### src/rtl/elevator_pkg.sv
// Shared types and constants for the three-floor elevator scheduler.
package elevator_pkg;

  localparam int NUM_FLOORS        = 3;
  localparam int FLOOR_W           = 2;
  localparam int TIMER_W           = 3;
  localparam int DEF_TRAVEL_TICKS  = 4;
  localparam int DEF_DOOR_TICKS    = 3;

  localparam logic DIR_UP   = 1'b1;
  localparam logic DIR_DOWN = 1'b0;

  typedef enum logic [1:0] {
    IDLE      = 2'd0,
    MOVE_UP   = 2'd1,
    MOVE_DOWN = 2'd2,
    DOOR_OPEN = 2'd3
  } state_e;

  // Floors strictly above (up = 1) or strictly below (up = 0) floor f.
  function automatic logic [NUM_FLOORS-1:0] beyond_mask(input logic [FLOOR_W-1:0] f,
                                                        input logic up);
    logic [NUM_FLOORS-1:0] m;
    m = '0;
    for (int i = 0; i < NUM_FLOORS; i++) begin
      m[i] = up ? (i > int'(f)) : (i < int'(f));
    end
    return m;
  endfunction

endpackage

### src/rtl/elevator_controller_button_sync.sv
// Optional 2-FF synchronizer followed by an activation-edge pulse detector.
module button_sync #(
  parameter bit SYNC       = 1'b1,
  parameter bit ACTIVE_LOW = 1'b1
) (
  input  logic clk_i,
  input  logic rst_ni,
  input  logic in_i,
  output logic pulse_o
);

  logic level_s;
  logic prev_q;

  if (SYNC) begin : g_sync
    logic s1_q;
    logic s2_q;
    always_ff @(posedge clk_i or negedge rst_ni) begin
      if (!rst_ni) begin
        s1_q <= ACTIVE_LOW;
        s2_q <= ACTIVE_LOW;
      end else begin
        s1_q <= in_i;
        s2_q <= s1_q;
      end
    end
    assign level_s = ACTIVE_LOW ? ~s2_q : s2_q;
  end else begin : g_raw
    assign level_s = ACTIVE_LOW ? ~in_i : in_i;
  end

  always_ff @(posedge clk_i or negedge rst_ni) begin
    if (!rst_ni) begin
      prev_q <= 1'b0;
    end else begin
      prev_q <= level_s;
    end
  end

  assign pulse_o = level_s & ~prev_q;

endmodule

### src/rtl/elevator_controller.sv
// SCAN scheduler: latches floor calls, sequences travel and door timing on
// rising edges of the divided tick clock.
module elevator_controller
  import elevator_pkg::*;
#(
  parameter int TRAVEL_TICKS = DEF_TRAVEL_TICKS,
  parameter int DOOR_TICKS   = DEF_DOOR_TICKS
) (
  input  logic                  clk_50,
  input  logic                  reset_n,
  input  logic                  tick_clk,
  input  logic [NUM_FLOORS-1:0] button_n,
  output logic [FLOOR_W-1:0]    floor,
  output logic                  moving,
  output logic                  direction,
  output logic                  door_open,
  output logic [NUM_FLOORS-1:0] requests
);

  logic [NUM_FLOORS-1:0] press_s;
  logic                  tick_rise_s;

  for (genvar g = 0; g < NUM_FLOORS; g++) begin : g_btn
    button_sync #(.SYNC(1'b1), .ACTIVE_LOW(1'b1)) u_btn (
      .clk_i  (clk_50),
      .rst_ni (reset_n),
      .in_i   (button_n[g]),
      .pulse_o(press_s[g])
    );
  end

  // tick_clk is generated from clk_50, so only a one-cycle delay is needed.
  button_sync #(.SYNC(1'b0), .ACTIVE_LOW(1'b0)) u_tick (
    .clk_i  (clk_50),
    .rst_ni (reset_n),
    .in_i   (tick_clk),
    .pulse_o(tick_rise_s)
  );

  state_e                state_q, state_d;
  logic [FLOOR_W-1:0]    floor_q, floor_d;
  logic                  dir_q, dir_d;
  logic [TIMER_W-1:0]    timer_q, timer_d;
  logic [NUM_FLOORS-1:0] req_q, req_d;
  logic                  moving_q, moving_d;
  logic                  door_q, door_d;

  logic [NUM_FLOORS-1:0] pend_all_s;
  logic [NUM_FLOORS-1:0] clr_s;
  logic [NUM_FLOORS-1:0] press_eff_s;
  logic [FLOOR_W-1:0]    next_floor_s;

  always_comb begin
    state_d      = state_q;
    floor_d      = floor_q;
    dir_d        = dir_q;
    timer_d      = timer_q;
    clr_s        = '0;
    press_eff_s  = press_s;
    pend_all_s   = req_q | press_s;
    next_floor_s = (state_q == MOVE_UP) ? floor_q + FLOOR_W'(1) : floor_q - FLOOR_W'(1);

    case (state_q)
      IDLE: begin
        timer_d = '0;
        if (req_q[floor_q]) begin
          state_d       = DOOR_OPEN;
          clr_s[floor_q] = 1'b1;
        end else if (|(req_q & beyond_mask(floor_q, dir_q))) begin
          state_d = (dir_q == DIR_UP) ? MOVE_UP : MOVE_DOWN;
        end else if (|req_q) begin
          dir_d   = ~dir_q;
          state_d = (dir_q == DIR_UP) ? MOVE_DOWN : MOVE_UP;
        end else begin
          state_d = IDLE;
        end
      end
      MOVE_UP, MOVE_DOWN: begin
        if (tick_rise_s) begin
          if (timer_q == TIMER_W'(TRAVEL_TICKS - 1)) begin
            floor_d = next_floor_s;
            timer_d = '0;
            // A press landing in the arrival cycle is served immediately.
            if (pend_all_s[next_floor_s]) begin
              state_d             = DOOR_OPEN;
              clr_s[next_floor_s] = 1'b1;
            end else if (|(pend_all_s & beyond_mask(next_floor_s, dir_q))) begin
              state_d = state_q;
            end else begin
              state_d = IDLE;
            end
          end else begin
            timer_d = timer_q + TIMER_W'(1);
          end
        end else begin
          timer_d = timer_q;
        end
      end
      DOOR_OPEN: begin
        if (press_s[floor_q]) begin
          timer_d              = '0;
          press_eff_s[floor_q] = 1'b0;
        end else if (tick_rise_s) begin
          if (timer_q == TIMER_W'(DOOR_TICKS - 1)) begin
            state_d = IDLE;
          end else begin
            timer_d = timer_q + TIMER_W'(1);
          end
        end else begin
          timer_d = timer_q;
        end
      end
      default: begin
        state_d = IDLE;
      end
    endcase

    req_d    = (req_q | press_eff_s) & ~clr_s;
    moving_d = (state_d == MOVE_UP) || (state_d == MOVE_DOWN);
    door_d   = (state_d == DOOR_OPEN);
  end

  always_ff @(posedge clk_50 or negedge reset_n) begin
    if (!reset_n) begin
      state_q  <= IDLE;
      floor_q  <= '0;
      dir_q    <= DIR_UP;
      timer_q  <= '0;
      req_q    <= '0;
      moving_q <= 1'b0;
      door_q   <= 1'b0;
    end else begin
      state_q  <= state_d;
      floor_q  <= floor_d;
      dir_q    <= dir_d;
      timer_q  <= timer_d;
      req_q    <= req_d;
      moving_q <= moving_d;
      door_q   <= door_d;
    end
  end

  assign floor     = floor_q;
  assign moving    = moving_q;
  assign direction = dir_q;
  assign door_open = door_q;
  assign requests  = req_q;

endmodule

### config.mk
export PLATFORM = sky130hd
export DESIGN_NAME = elevator_controller
export DESIGN_NICKNAME = d
export VERILOG_FILES = /design/src/rtl/elevator_pkg.sv /design/src/rtl/elevator_controller_button_sync.sv /design/src/rtl/elevator_controller.sv
export SDC_FILE = /design/constraint.sdc
export NUM_CORES = 1
export LEC_CHECK = 0
export CAP_MARGIN = 20
export CELL_PAD_IN_SITES_DETAIL_PLACEMENT = 2
export CELL_PAD_IN_SITES_GLOBAL_PLACEMENT = 2
export CORE_MARGIN = 10
export CORE_UTILIZATION = 32
export DETAILED_ROUTE_END_ITERATION = 6
export HOLD_SLACK_MARGIN = 0.12
export MAX_ROUTING_LAYER = met4
export PLACE_DENSITY_LB_ADDON = 0.2
export REMOVE_ABC_BUFFERS = 1
export SETUP_SLACK_MARGIN = 0.4
export SYNTH_ARGS = -nofsm -noshare
export SYNTH_HDL_FRONTEND = slang
export SYNTH_HIERARCHICAL = 1
export SYNTH_SLANG_ARGS = --single-unit
### constraint.sdc
create_clock -name clk_50 -period 2.3 [get_ports clk_50]
set_clock_uncertainty 0.2 [all_clocks]
set_input_delay 0.69 -clock clk_50 [delete_from_list [all_inputs] [get_ports clk_50]]
set_output_delay 0.69 -clock clk_50 [all_outputs]
set_load 0.02 [all_outputs]
==> out/results.ini, run 1 <==
[synth]
synth_cell_types = 40
seq_area_frac_synth_pct = 42.8
avgSynthCellArea_um2 = 9.90
synth_cells = 138
synth-main-ff-cell = dfrtp_1
ys_top_cells_by_count = dfrtp_1, nor2_1, ha_1, inv_1, nand2_1
synth_area_leaders = dfrtp_1, dfstp_2, ha_1
synth_warnings = 6
synth-seq-cells = 23
synth_edf_count = 0
syn_area_mm2 = 0.00137
async_flop_share_pct = 100
synth_top_area_share_pct = 29.3
synth_top_cell_by_area = dfrtp_1

[die]
io_pins = 14
dieArea_mm2 = 0.00728
num_rows = 23
fp.dieW_um = 85.3
core_mm2 = 0.00406
start_util_pct = 33.7
dieHeight_um = 85.3

[clock_network]
cts_buffers = 3
cts_tree = built
clock-sinks = 23
clk_pin_slew_ns = 0.08
clock_tree.root_cell = clkbuf_8
htreeDepth = 1
cts_hold_buffers = 0
clock_path_buffers = 2
clock_latency_ns = 0.27

[setup_path]
path_buf_inv = 1
critical_path_class = flip-flop to flip-flop
critical_path_arrival_ns = 2.20
path_delay_family = compound AO/OA/AOI/OAI gates
critPathLaunchType = flip-flop
slowest_delay_ns = 0.40
critPathMaxFanout = 4
critPathSlowestCell = a2111oi_4
critPathCaptureType = flip-flop
required_ns = 2.26
worstPathCellList = inv_1 -> ha_4 -> nand3_2 -> a2111oi_4 -> nor3_4 -> o2bb2ai_2 -> a21oi_2 -> ha_1

[pwr]
p_int_mw = 1.39
swShare_pct = 44.7
ir_worst_vdd_v = 0.000508
p_per_area_mw_per_mm2 = 1260
power_frac_comb_pct = 66.2
clockPowerShare_pct = 10.1
p_leak_nw = 0.791
pwr-share-seq_pct = 23.7
power.switching_mw = 1.13

[grt]
grt_use_met1_pct = 13.6
grt_overflow = 0
track_usage_pct = 12.2
grt_max_degree = 24
grt_pass1_wl_um = 7080
antenna_found_initial = 0
grtUsageMet3_pct = 2.10
grt.busiest_layer = met2
grt_pass1_vias = 1382
met2_usage_pct = 21.7

[drt]
final_antenna_net_count = 0
vias = 1231
drc = 0
vias_per_cell = 5.40
wl_per_cell_um = 20.4
wl_um = 4640
dr.pass1.iters = 4
drt_iter0_markers = 52

[min_path]
hold_class = flip-flop to flip-flop

[final_layout]
fillers = 406
drive_gt1_share_pct = 48.3
fin_area_mm2 = 0.00200
multi_input_area_um2 = 932
final_core_util_pct = 49.3
num_antenna_cells = 0
regArea_um2 = 588
final_nets = 198
syn2layout_area_growth_pct = 46.4

[timing]
final_hold_viol_count = 0
worst_pin_slew_ns = 0.671
fmax_mhz = 446
final.min_clock_period_ns = 2.24
rsz0062_at_grt = yes
maxSlewViolCount = 0
fin_crit_sh_pct = 97.6
relSlewSlack_pct = 54.9
setup_viol = 0

[placed_design]
placed_area_mm2 = 0.00163
globalplace.congestion = 0.777
io_buffer_count = 13
dp.final_hpwl_um = 2880

[flow_run]
cap_violations = 0

[run_status]
status = finished, final reports clean

[cells by family (layout without fill, tap and decap cells)]
kind of cell    after synthesis  in the layout  synth area share, %
simple gates                 48             48                 18.6
buf+inv                      15             55                 4.94
fa+ha+maj                    13             13                 11.9
mux                           2              2                 1.47
compound gates               34             34                 18.4
flops                        23             23                 42.8
xor+xnor                      3              3                 1.92
[metal layers]
| layer | up-vias | wire [µm] |
|---|---|---|
| met5 | - | 0 |
| met3 | 5 | 99 |
| li1 | 567 | - |
| met2 | 20 | 2540 |
| met1 | 639 | 1960 |
| met4 | 0 | 45 |
[placed cells by master (no fill, tap or decap), drive strengths merged, types with 5 or more instances in the layout]
master,instances
a21oi,5
buf,31
dfrtp,16
dfstp,7
ha,13
inv,11
nand2,10
nor2,16
nor3,5
o21ai,10
[metrics by stage]
step / std cells / hold WS, ns / setup TNS (ns) / setup slack, ns / power [mW]
6_report: 228 / 0.159 / 0 / 0.0562 / 2.52
5_1_grt: 228 / 0.169 / -0.0773 / -0.0773 / 2.72
4_1_cts: 220 / 0.159 / 0 / 0.0916 / 2.30
3_5_place_dp: 210 / 0.147 / -1.54 / -0.579 / 1.69
3_3_place_gp: 210 / 0.146 / -1.17 / -0.472 / 1.65
2_1_floorplan: 134 / 0.145 / -0.941 / -0.422 / 1.27
[layout make-up]
class | count | area share (%)
inverters | 11 | 2.06
well taps | 50 | 3.13
multi-input cells | 100 | 46.6
flip-flops and latches | 23 | 29.4
clock inverters | 1 | 0.250
repair buffers | 40 | 16.5
clock buffers | 3 | 2.06
[registers in the layout, indices dropped and copies added, names as in the netlist]
name                     cells
direction                    1
state_q                      2
door_open                    1
g_btn.u_btn/prev_q           3
requests                     3
u_tick/prev_q                1
floor                        2
moving                       1
g_btn.u_btn/g_sync.s2_q      3
g_btn.u_btn/g_sync.s1_q      3
timer_q                      3
[power by group through the flow]
stage | clock network, mW | logic, mW | registers, mW
floorplan | 0 | 0.598 | 0.672
global placement | 0 | 1.04 | 0.609
detailed placement | 0 | 1.08 | 0.617
CTS | 0.259 | 1.44 | 0.597
global route | 0.289 | 1.82 | 0.611
finish | 0.255 | 1.67 | 0.598
[worst register-to-register path: cells and delay by family, from the launching register on]
kind | cells | cell delay [ns]
AOI/OAI and AO/OA | 3 | 0.70
DFF | 1 | 0.37
and+or+nand+nor | 2 | 0.21
buffers and inverters | 1 | 0.10
adders and majority gates | 2 | 0.54
[worst paths after layout]
check	from	endpoint	slack [ns]	cells after the start
setup / recovery	state_q[0]	moving	0.06	8
hold / removal	g_btn[2].u_btn/g_sync.s1_q	g_btn[2].u_btn/g_sync.s2_q	0.16	0
setup reg to reg	state_q[0]	moving	0.06	8
hold reg to reg	g_btn[2].u_btn/g_sync.s1_q	g_btn[2].u_btn/g_sync.s2_q	0.16	0
max in group asynchronous	reset_n	g_btn[2].u_btn/g_sync.s2_q	1.05	2
min in group asynchronous	reset_n	door_open	0.57	2
[what timing repair did]
action | in CTS | in global routing
setup endpoints to repair | 18 | 16
cloned | 0 | 0
buffers inserted | 6 | 8
pin swaps | 8 | 11
gates resized for setup | 53 | 27
Power figures use the tool's default switching activity.
==> run 2, diff against run 1 <==
--- a/config.mk
+++ b/config.mk
@@ -5,7 +5,6 @@
 export SDC_FILE = /design/constraint.sdc
 export NUM_CORES = 1
 export LEC_CHECK = 0
-export CAP_MARGIN = 20
 export CELL_PAD_IN_SITES_DETAIL_PLACEMENT = 2
 export CELL_PAD_IN_SITES_GLOBAL_PLACEMENT = 2
 export CORE_MARGIN = 10
@@ -16,6 +15,7 @@
 export PLACE_DENSITY_LB_ADDON = 0.2
 export REMOVE_ABC_BUFFERS = 1
 export SETUP_SLACK_MARGIN = 0.4
+export SLEW_MARGIN = 30
 export SYNTH_ARGS = -nofsm -noshare
 export SYNTH_HDL_FRONTEND = slang
 export SYNTH_HIERARCHICAL = 1
==> results of run 2 <==
Final layout, timing and power as in run 1 (identical DEF).
